### config.mk
export PLATFORM = sky130hd
export DESIGN_NAME = lsu_ctrl_flat
export DESIGN_NICKNAME = d
export VERILOG_FILES = /design/src/rtl/lsu_ctrl_if.sv /design/src/rtl/lsu_ctrl.sv /design/src/flat_wrapper.sv
export SDC_FILE = /design/constraint.sdc
export NUM_CORES = 1
export LEC_CHECK = 0
export ABC_AREA = 0
export CAP_MARGIN = 20
export CORE_MARGIN = 3
export CORE_UTILIZATION = 41
export DETAILED_ROUTE_END_ITERATION = 7
export PLACE_DENSITY = 0.85
export SLEW_MARGIN = 40
export SYNTH_ARGS = -nofsm -noshare
export SYNTH_HDL_FRONTEND = slang
export SYNTH_SLANG_ARGS = --single-unit
### constraint.sdc
create_clock -name clk -period 1.97 [get_ports clk]
set_input_delay 0.394 -clock clk [delete_from_list [all_inputs] [get_ports clk]]
set_output_delay 0.394 -clock clk [all_outputs]
set_load 0.1 [all_outputs]
### src/rtl/lsu_ctrl_if.sv
// Bundle of the execute-side request, writeback-side response and data-RAM
// control signals of the load/store control stage.
// slave  : the lsu_ctrl view.
// master : the surrounding environment view (EX, WB and the memory block).
interface lsu_ctrl_if #(
    parameter int AW = 11
);
    logic          req_valid;
    logic          req_ready;
    logic          req_we;
    logic [2:0]    req_funct3;
    logic [31:0]   req_addr;
    logic [31:0]   req_wdata;

    logic          rsp_valid;
    logic          rsp_ready;
    logic [31:0]   rsp_data;
    logic          rsp_err;
    logic [1:0]    rsp_cause;

    logic          mem_stall;
    logic [2:0]    mem_op;
    logic [AW-1:0] mem_addr;
    logic [31:0]   mem_wdata;
    logic [31:0]   mem_rdata;

    modport slave (
        input  req_valid, req_we, req_funct3, req_addr, req_wdata,
        input  rsp_ready, mem_rdata,
        output req_ready, rsp_valid, rsp_data, rsp_err, rsp_cause,
        output mem_stall, mem_op, mem_addr, mem_wdata
    );

    modport master (
        output req_valid, req_we, req_funct3, req_addr, req_wdata,
        output rsp_ready, mem_rdata,
        input  req_ready, rsp_valid, rsp_data, rsp_err, rsp_cause,
        input  mem_stall, mem_op, mem_addr, mem_wdata
    );
endinterface

### src/rtl/lsu_ctrl.sv
// Load/store control stage in front of the data-RAM block.
// One request in flight at a time: IDLE -> ISSUE -> (WAIT) -> RESP.
// Build option: LSU_MISALIGN_TRAP_EN -- when defined, misaligned halfword/word
// accesses fault with cause 01; when undefined the address is forced to
// natural alignment and the access proceeds.
module lsu_ctrl #(
    parameter logic [31:0] DMEM_BASE = 32'h0000_0000,
    parameter int          DMEM_AW   = 11
) (
    input  logic      clk,
    input  logic      nrst,
    lsu_ctrl_if.slave bus
);
    // op_code encodings understood by the memory block
    localparam logic [2:0] LoadByte      = 3'd0;
    localparam logic [2:0] LoadHalfWord  = 3'd1;
    localparam logic [2:0] LoadWord      = 3'd2;
    localparam logic [2:0] StoreByte     = 3'd4;
    localparam logic [2:0] StoreHalfWord = 3'd5;
    localparam logic [2:0] StoreWord     = 3'd6;

    localparam logic [1:0] C_NONE  = 2'b00;
    localparam logic [1:0] C_ALIGN = 2'b01;
    localparam logic [1:0] C_RANGE = 2'b10;
    localparam logic [1:0] C_ILL   = 2'b11;

    typedef enum logic [1:0] {IDLE, ISSUE, WAIT, RESP} state_t;

    state_t              state_q, state_d;
    logic                rdy_q, rdy_d;
    logic                we_q, we_d;
    logic [2:0]          f3_q, f3_d;
    logic                mem_stall_q, mem_stall_d;
    logic [2:0]          mem_op_q, mem_op_d;
    logic [DMEM_AW-1:0]  mem_addr_q, mem_addr_d;
    logic [31:0]         mem_wdata_q, mem_wdata_d;
    logic                rsp_valid_q, rsp_valid_d;
    logic [31:0]         rsp_data_q, rsp_data_d;
    logic                rsp_err_q, rsp_err_d;
    logic [1:0]          rsp_cause_q, rsp_cause_d;

    logic [31:0]         off;
    logic [DMEM_AW-1:0]  aoff;
    logic                ill, oor, mis, mis_fault;

    function automatic logic [2:0] map_op(input logic we, input logic [2:0] f3);
        case (f3[1:0])
            2'b00:   return we ? StoreByte     : LoadByte;
            2'b01:   return we ? StoreHalfWord : LoadHalfWord;
            default: return we ? StoreWord     : LoadWord;
        endcase
    endfunction

    // request checks; wrap-around makes addresses below the base out of range
    always_comb begin
        off  = bus.req_addr - DMEM_BASE;
        ill  = (bus.req_funct3 == 3'b011) || (bus.req_funct3 == 3'b110) ||
               (bus.req_funct3 == 3'b111) || (bus.req_we && bus.req_funct3[2]);
        oor  = |off[31:DMEM_AW];
        // base is 2 KB aligned, so offset low bits equal address low bits
        mis  = ((bus.req_funct3[1:0] == 2'b01) && off[0]) ||
               ((bus.req_funct3[1:0] == 2'b10) && (off[1:0] != 2'b00));
        // natural alignment is harmless for trapped requests, which never issue
        aoff = off[DMEM_AW-1:0];
        if (bus.req_funct3[1:0] == 2'b01) aoff[0]   = 1'b0;
        if (bus.req_funct3[1:0] == 2'b10) aoff[1:0] = 2'b00;
`ifdef LSU_MISALIGN_TRAP_EN
        mis_fault = mis;
`else
        mis_fault = 1'b0;
`endif
    end

    // next state and next registered outputs
    always_comb begin
        state_d     = state_q;
        we_d        = we_q;
        f3_d        = f3_q;
        mem_stall_d = 1'b1;
        mem_op_d    = LoadWord;
        mem_addr_d  = mem_addr_q;
        mem_wdata_d = mem_wdata_q;
        rsp_valid_d = rsp_valid_q;
        rsp_data_d  = rsp_data_q;
        rsp_err_d   = rsp_err_q;
        rsp_cause_d = rsp_cause_q;
        case (state_q)
            IDLE: begin
                if (bus.req_valid && rdy_q) begin
                    we_d        = bus.req_we;
                    f3_d        = bus.req_funct3;
                    mem_wdata_d = bus.req_wdata;
                    if (ill || oor || mis_fault) begin
                        state_d     = RESP;
                        rsp_valid_d = 1'b1;
                        rsp_data_d  = '0;
                        rsp_err_d   = 1'b1;
                        rsp_cause_d = ill ? C_ILL : (oor ? C_RANGE : C_ALIGN);
                    end else begin
                        state_d     = ISSUE;
                        mem_stall_d = 1'b0;
                        mem_op_d    = map_op(bus.req_we, bus.req_funct3);
                        mem_addr_d  = aoff;
                    end
                end
            end
            ISSUE: begin
                if (we_q) begin
                    state_d     = RESP;
                    rsp_valid_d = 1'b1;
                    rsp_data_d  = '0;
                    rsp_err_d   = 1'b0;
                    rsp_cause_d = C_NONE;
                end else begin
                    // memory lane-selects on the live address, so hold it
                    state_d  = WAIT;
                    mem_op_d = mem_op_q;
                end
            end
            WAIT: begin
                state_d     = RESP;
                mem_op_d    = mem_op_q;
                rsp_valid_d = 1'b1;
                rsp_err_d   = 1'b0;
                rsp_cause_d = C_NONE;
                case (f3_q)
                    3'b100:  rsp_data_d = {24'b0, bus.mem_rdata[7:0]};
                    3'b101:  rsp_data_d = {16'b0, bus.mem_rdata[15:0]};
                    default: rsp_data_d = bus.mem_rdata;
                endcase
            end
            RESP: begin
                if (bus.rsp_ready) begin
                    state_d     = IDLE;
                    rsp_valid_d = 1'b0;
                end
            end
            default: state_d = IDLE;
        endcase
        rdy_d = (state_d == IDLE);
    end

    // state and output registers; reset parks the RAM interface immediately
    always_ff @(posedge clk or negedge nrst) begin
        if (!nrst) begin
            state_q     <= IDLE;
            rdy_q       <= 1'b0;
            we_q        <= 1'b0;
            f3_q        <= 3'b000;
            mem_stall_q <= 1'b1;
            mem_op_q    <= LoadWord;
            mem_addr_q  <= '0;
            mem_wdata_q <= '0;
            rsp_valid_q <= 1'b0;
            rsp_data_q  <= '0;
            rsp_err_q   <= 1'b0;
            rsp_cause_q <= C_NONE;
        end else begin
            state_q     <= state_d;
            rdy_q       <= rdy_d;
            we_q        <= we_d;
            f3_q        <= f3_d;
            mem_stall_q <= mem_stall_d;
            mem_op_q    <= mem_op_d;
            mem_addr_q  <= mem_addr_d;
            mem_wdata_q <= mem_wdata_d;
            rsp_valid_q <= rsp_valid_d;
            rsp_data_q  <= rsp_data_d;
            rsp_err_q   <= rsp_err_d;
            rsp_cause_q <= rsp_cause_d;
        end
    end

    assign bus.req_ready = rdy_q;
    assign bus.mem_stall = mem_stall_q;
    assign bus.mem_op    = mem_op_q;
    assign bus.mem_addr  = mem_addr_q;
    assign bus.mem_wdata = mem_wdata_q;
    assign bus.rsp_valid = rsp_valid_q;
    assign bus.rsp_data  = rsp_data_q;
    assign bus.rsp_err   = rsp_err_q;
    assign bus.rsp_cause = rsp_cause_q;
endmodule

### src/flat_wrapper.sv
// flat-port wrapper written by rule: the top's interface ports become plain ports
module lsu_ctrl_flat 
#(
    parameter logic [31:0] DMEM_BASE = 32'h0000_0000,
    parameter int          DMEM_AW   = 11
)
  (clk, nrst, bus_req_valid, bus_req_we, bus_req_funct3, bus_req_addr, bus_req_wdata, bus_rsp_ready, bus_mem_rdata, bus_req_ready, bus_rsp_valid, bus_rsp_data, bus_rsp_err, bus_rsp_cause, bus_mem_stall, bus_mem_op, bus_mem_addr, bus_mem_wdata);
  lsu_ctrl_if #(.AW(11)) bus_i ();
  input  logic clk;
  input  logic nrst;
  input wire logic [$bits(bus_i.req_valid)-1:0] bus_req_valid;
  input wire logic [$bits(bus_i.req_we)-1:0] bus_req_we;
  input wire logic [$bits(bus_i.req_funct3)-1:0] bus_req_funct3;
  input wire logic [$bits(bus_i.req_addr)-1:0] bus_req_addr;
  input wire logic [$bits(bus_i.req_wdata)-1:0] bus_req_wdata;
  input wire logic [$bits(bus_i.rsp_ready)-1:0] bus_rsp_ready;
  input wire logic [$bits(bus_i.mem_rdata)-1:0] bus_mem_rdata;
  output wire logic [$bits(bus_i.req_ready)-1:0] bus_req_ready;
  output wire logic [$bits(bus_i.rsp_valid)-1:0] bus_rsp_valid;
  output wire logic [$bits(bus_i.rsp_data)-1:0] bus_rsp_data;
  output wire logic [$bits(bus_i.rsp_err)-1:0] bus_rsp_err;
  output wire logic [$bits(bus_i.rsp_cause)-1:0] bus_rsp_cause;
  output wire logic [$bits(bus_i.mem_stall)-1:0] bus_mem_stall;
  output wire logic [$bits(bus_i.mem_op)-1:0] bus_mem_op;
  output wire logic [$bits(bus_i.mem_addr)-1:0] bus_mem_addr;
  output wire logic [$bits(bus_i.mem_wdata)-1:0] bus_mem_wdata;
  assign bus_i.req_valid = bus_req_valid;
  assign bus_i.req_we = bus_req_we;
  assign bus_i.req_funct3 = bus_req_funct3;
  assign bus_i.req_addr = bus_req_addr;
  assign bus_i.req_wdata = bus_req_wdata;
  assign bus_i.rsp_ready = bus_rsp_ready;
  assign bus_i.mem_rdata = bus_mem_rdata;
  assign bus_req_ready = bus_i.req_ready;
  assign bus_rsp_valid = bus_i.rsp_valid;
  assign bus_rsp_data = bus_i.rsp_data;
  assign bus_rsp_err = bus_i.rsp_err;
  assign bus_rsp_cause = bus_i.rsp_cause;
  assign bus_mem_stall = bus_i.mem_stall;
  assign bus_mem_op = bus_i.mem_op;
  assign bus_mem_addr = bus_i.mem_addr;
  assign bus_mem_wdata = bus_i.mem_wdata;
  lsu_ctrl #(.DMEM_BASE(DMEM_BASE), .DMEM_AW(DMEM_AW)) u_core (.clk(clk), .nrst(nrst), .bus(bus_i));
endmodule
==> impl_metrics.toml <==
[worst_setup_path]
slowest_stage = "clkdlybuf4s50_1"
endpoint_kind = "flop"
slowest_delay_ps = 410
arrival_ps = 2120
critPathTopFamily = "buffers and inverters"
cp_max_fo = 25
crit_type = "in -> reg"
worstPathRequired_ps = 2230
critPathLaunchType = "input port"
crit_buf_inv = 2
cp_cell_sequence = "clkdlybuf4s50_1 -> nor4_2 -> nand4_1 -> o21ai_2 -> a21oi_4 -> buf_12 -> mux2i_1"

[clock_network]
ctsHtreeMaxLevel = 3
cts.sinks = 90
cts_buffer_depth = 2
cts_root_buf = "clkbuf_8"
cts_made_buffers = 9
clock_latency_ps = 340
post-cts-setup-buffers = 0
post_cts_resized = 0
clkTransAtPathRegs_ps = 80
cts_hold_repair.buffers = 0
cts_tree = "done"

[synthesis]
ys_types = 31
synth_nets = 442
synth_edf_count = 0
async_flop_share_pct = 100
synth-seq-cells = 90
syn_avg_cell_area_um2 = 11.7
yosys.area.top_type = "dfrtp_1"
yosysSeqAreaShare_pct = 57.7
ys_top_cells_by_count = "dfrtp_1, nand2_1, inv_1"
ys_top_cells_by_area = "dfrtp_1, mux2_2, mux2i_1"
syn-cell-area_mm2 = 0.00391
yosysWarnings = 0
syn_inst = 333
ys.flop_type = "dfrtp_1"
synth.most_common_cell = "dfrtp_1"
synth_top_area_share_pct = 56.4

[finish]
post-route-cell-area_mm2 = 0.00606
utilization_pct = 67.5
syn2layout_area_growth_pct = 55.2
final_nets = 644
drive_gt1_share_pct = 30.8
antennaDiodeCount = 0

[floorplanning]
start_util_pct = 43.5
dieArea_mm2 = 0.0107
num_rows = 34
die_y_um = 104
fp.coreArea_mm2 = 0.00898
num_io_pins = 188
die_w_um = 104

[global_routing]
grt_usage_pct = 18.8
grt_pass1_vias = 3330
grt_overflow = 0
grt_max_degree = 44
antenna_found_initial = 0
grt_pass1_wl_um = 16600

[sta]
hold_viol_final = 0
period_share_pct = 94.3
hold_ws_ps = 37.1
fin_ws_ps = 112
fmax_ghz = 0.538
slew_headroom_pct = 62.3
period_needed_ps = 1860
setup_viol = 0
rsz0062_at_grt = "no"
worst_pin_slew_ps = 565
slew_viol_final = 0
skew_ps = 8.29

[routing]
vias = 3092
ant_nets = 0
drtPass1Iterations = 4
drt_iter0_drc = 99
finalWirelength_um = 9850
drcViolationCount = 0
viasPerCell = 4.65
wl_per_cell_um = 14.8

[place]
dpl_cell_area_mm2 = 0.00581
place.gp.congestion = 0.827
pre_cts_ws_ps = -265
post-dp-hpwl_um = 7840
portBuffers = 187

[job]
drv_cap = 0

[outcome]
status = "finished, final reports clean"

[hold_path]
hold_path_class = "in -> async"
-- worst register-to-register path: stages (launching register included) --
cell and delay, ps:
dfrtp_1 410, inv_1 150, ha_1 250, and3_1 220
buf_4 280, mux2_2 380
-- cells in the final DEF (no fill, tap or decap) --
cell / count
o41ai_2: 1
and2_1: 2
nor2_1: 6
o21ai_2: 2
clkinv_2: 1
a21oi_1: 3
inv_1: 39
ha_1: 5
a21oi_4: 1
bufinv_16: 3
dfrtp_2: 1
a211oi_1: 1
clkinvlp_4: 1
o21ai_0: 5
buf_12: 5
xnor2_1: 1
and3_1: 3
nor4_4: 1
mux2i_1: 33
and4_1: 2
clkdlybuf4s50_1: 102
a31oi_1: 1
buf_4: 97
dfstp_2: 2
o21a_1: 2
nand2_1: 69
nor4_2: 3
o21bai_1: 1
mux2_2: 38
nand4_1: 2
nor3_1: 2
a311oi_1: 1
clkbuf_8: 10
nand2b_1: 5
nand3_1: 1
dfrtp_1: 87
-- layer usage --
| metal | vias up | track usage, % | wire length [µm] |
|---|---|---|---|
| met5 | - | 0 | 0 |
| li1 | 1491 | - | - |
| met2 | 135 | 31.2 | 4840 |
| met3 | 14 | 6.34 | 830 |
| met1 | 1452 | 23.3 | 4010 |
| met4 | 0 | 5.98 | 171 |
-- area by class of cell --
| type | instances | area, µm² |
|---|---|---|
| Sequential cell | 90 | 2260 |
| Clock buffer | 10 | 138 |
| Multi-Input combinational cell | 191 | 1410 |
| Fill cell | 676 | 2910 |
| Clock inverter | 5 | 103 |
| Tap cell | 126 | 158 |
| Inverter | 39 | 146 |
| Timing Repair Buffer | 204 | 1850 |
-- kinds of logic after synthesis --
| family | share of synthesized area (%) |
|---|---|
| compound gates | 2.98 |
| mux | 19.4 |
| buf+inv | 6.60 |
| fa+ha+maj | 1.60 |
| flops | 57.7 |
| simple gates | 11.5 |
| xor+xnor | 0.224 |
-- worst paths after layout --
check	from	endpoint	slack [ps]	depth (start not counted)
max	bus_req_addr[23]	u_core.bus.rsp_data[1]	110	7
min	nrst	u_core.bus.mem_addr[6]	40	1
max reg2reg	u_core.state_q[1]	u_core.bus.mem_wdata[14]	170	5
min reg2reg	u_core.bus.mem_addr[5]	u_core.bus.mem_addr[5]	480	2
max in group asynchronous	nrst	u_core.bus.rsp_data[20]	1340	2
min in group clk	u_core.bus.mem_addr[5]	u_core.bus.mem_addr[5]	480	2
-- flip-flops by register name, indices dropped and copies added (netlist names) --
register / flops
u_core.bus.mem_wdata: 32
u_core.bus.rsp_data: 32
u_core.bus.mem_addr: 11
u_core.bus.mem_op: 3
u_core.f3_q: 3
u_core.bus.rsp_cause: 2
u_core.state_q: 2
u_core.bus.mem_stall: 1
u_core.bus.req_ready: 1
u_core.bus.rsp_err: 1
u_core.bus.rsp_valid: 1
u_core.we_q: 1
-- stage by stage --
step / instances / setup TNS (ps)
after global routing: 665 / 0
after global placement: 650 / -8350
after detailed placement: 650 / -10430
final: 665 / 0
after floorplan: 333 / 0
after CTS: 665 / 0
Power is left out: the tool's default activity adds up to more than one toggle a clock period on the data nets, which glitch-free logic cannot reach.
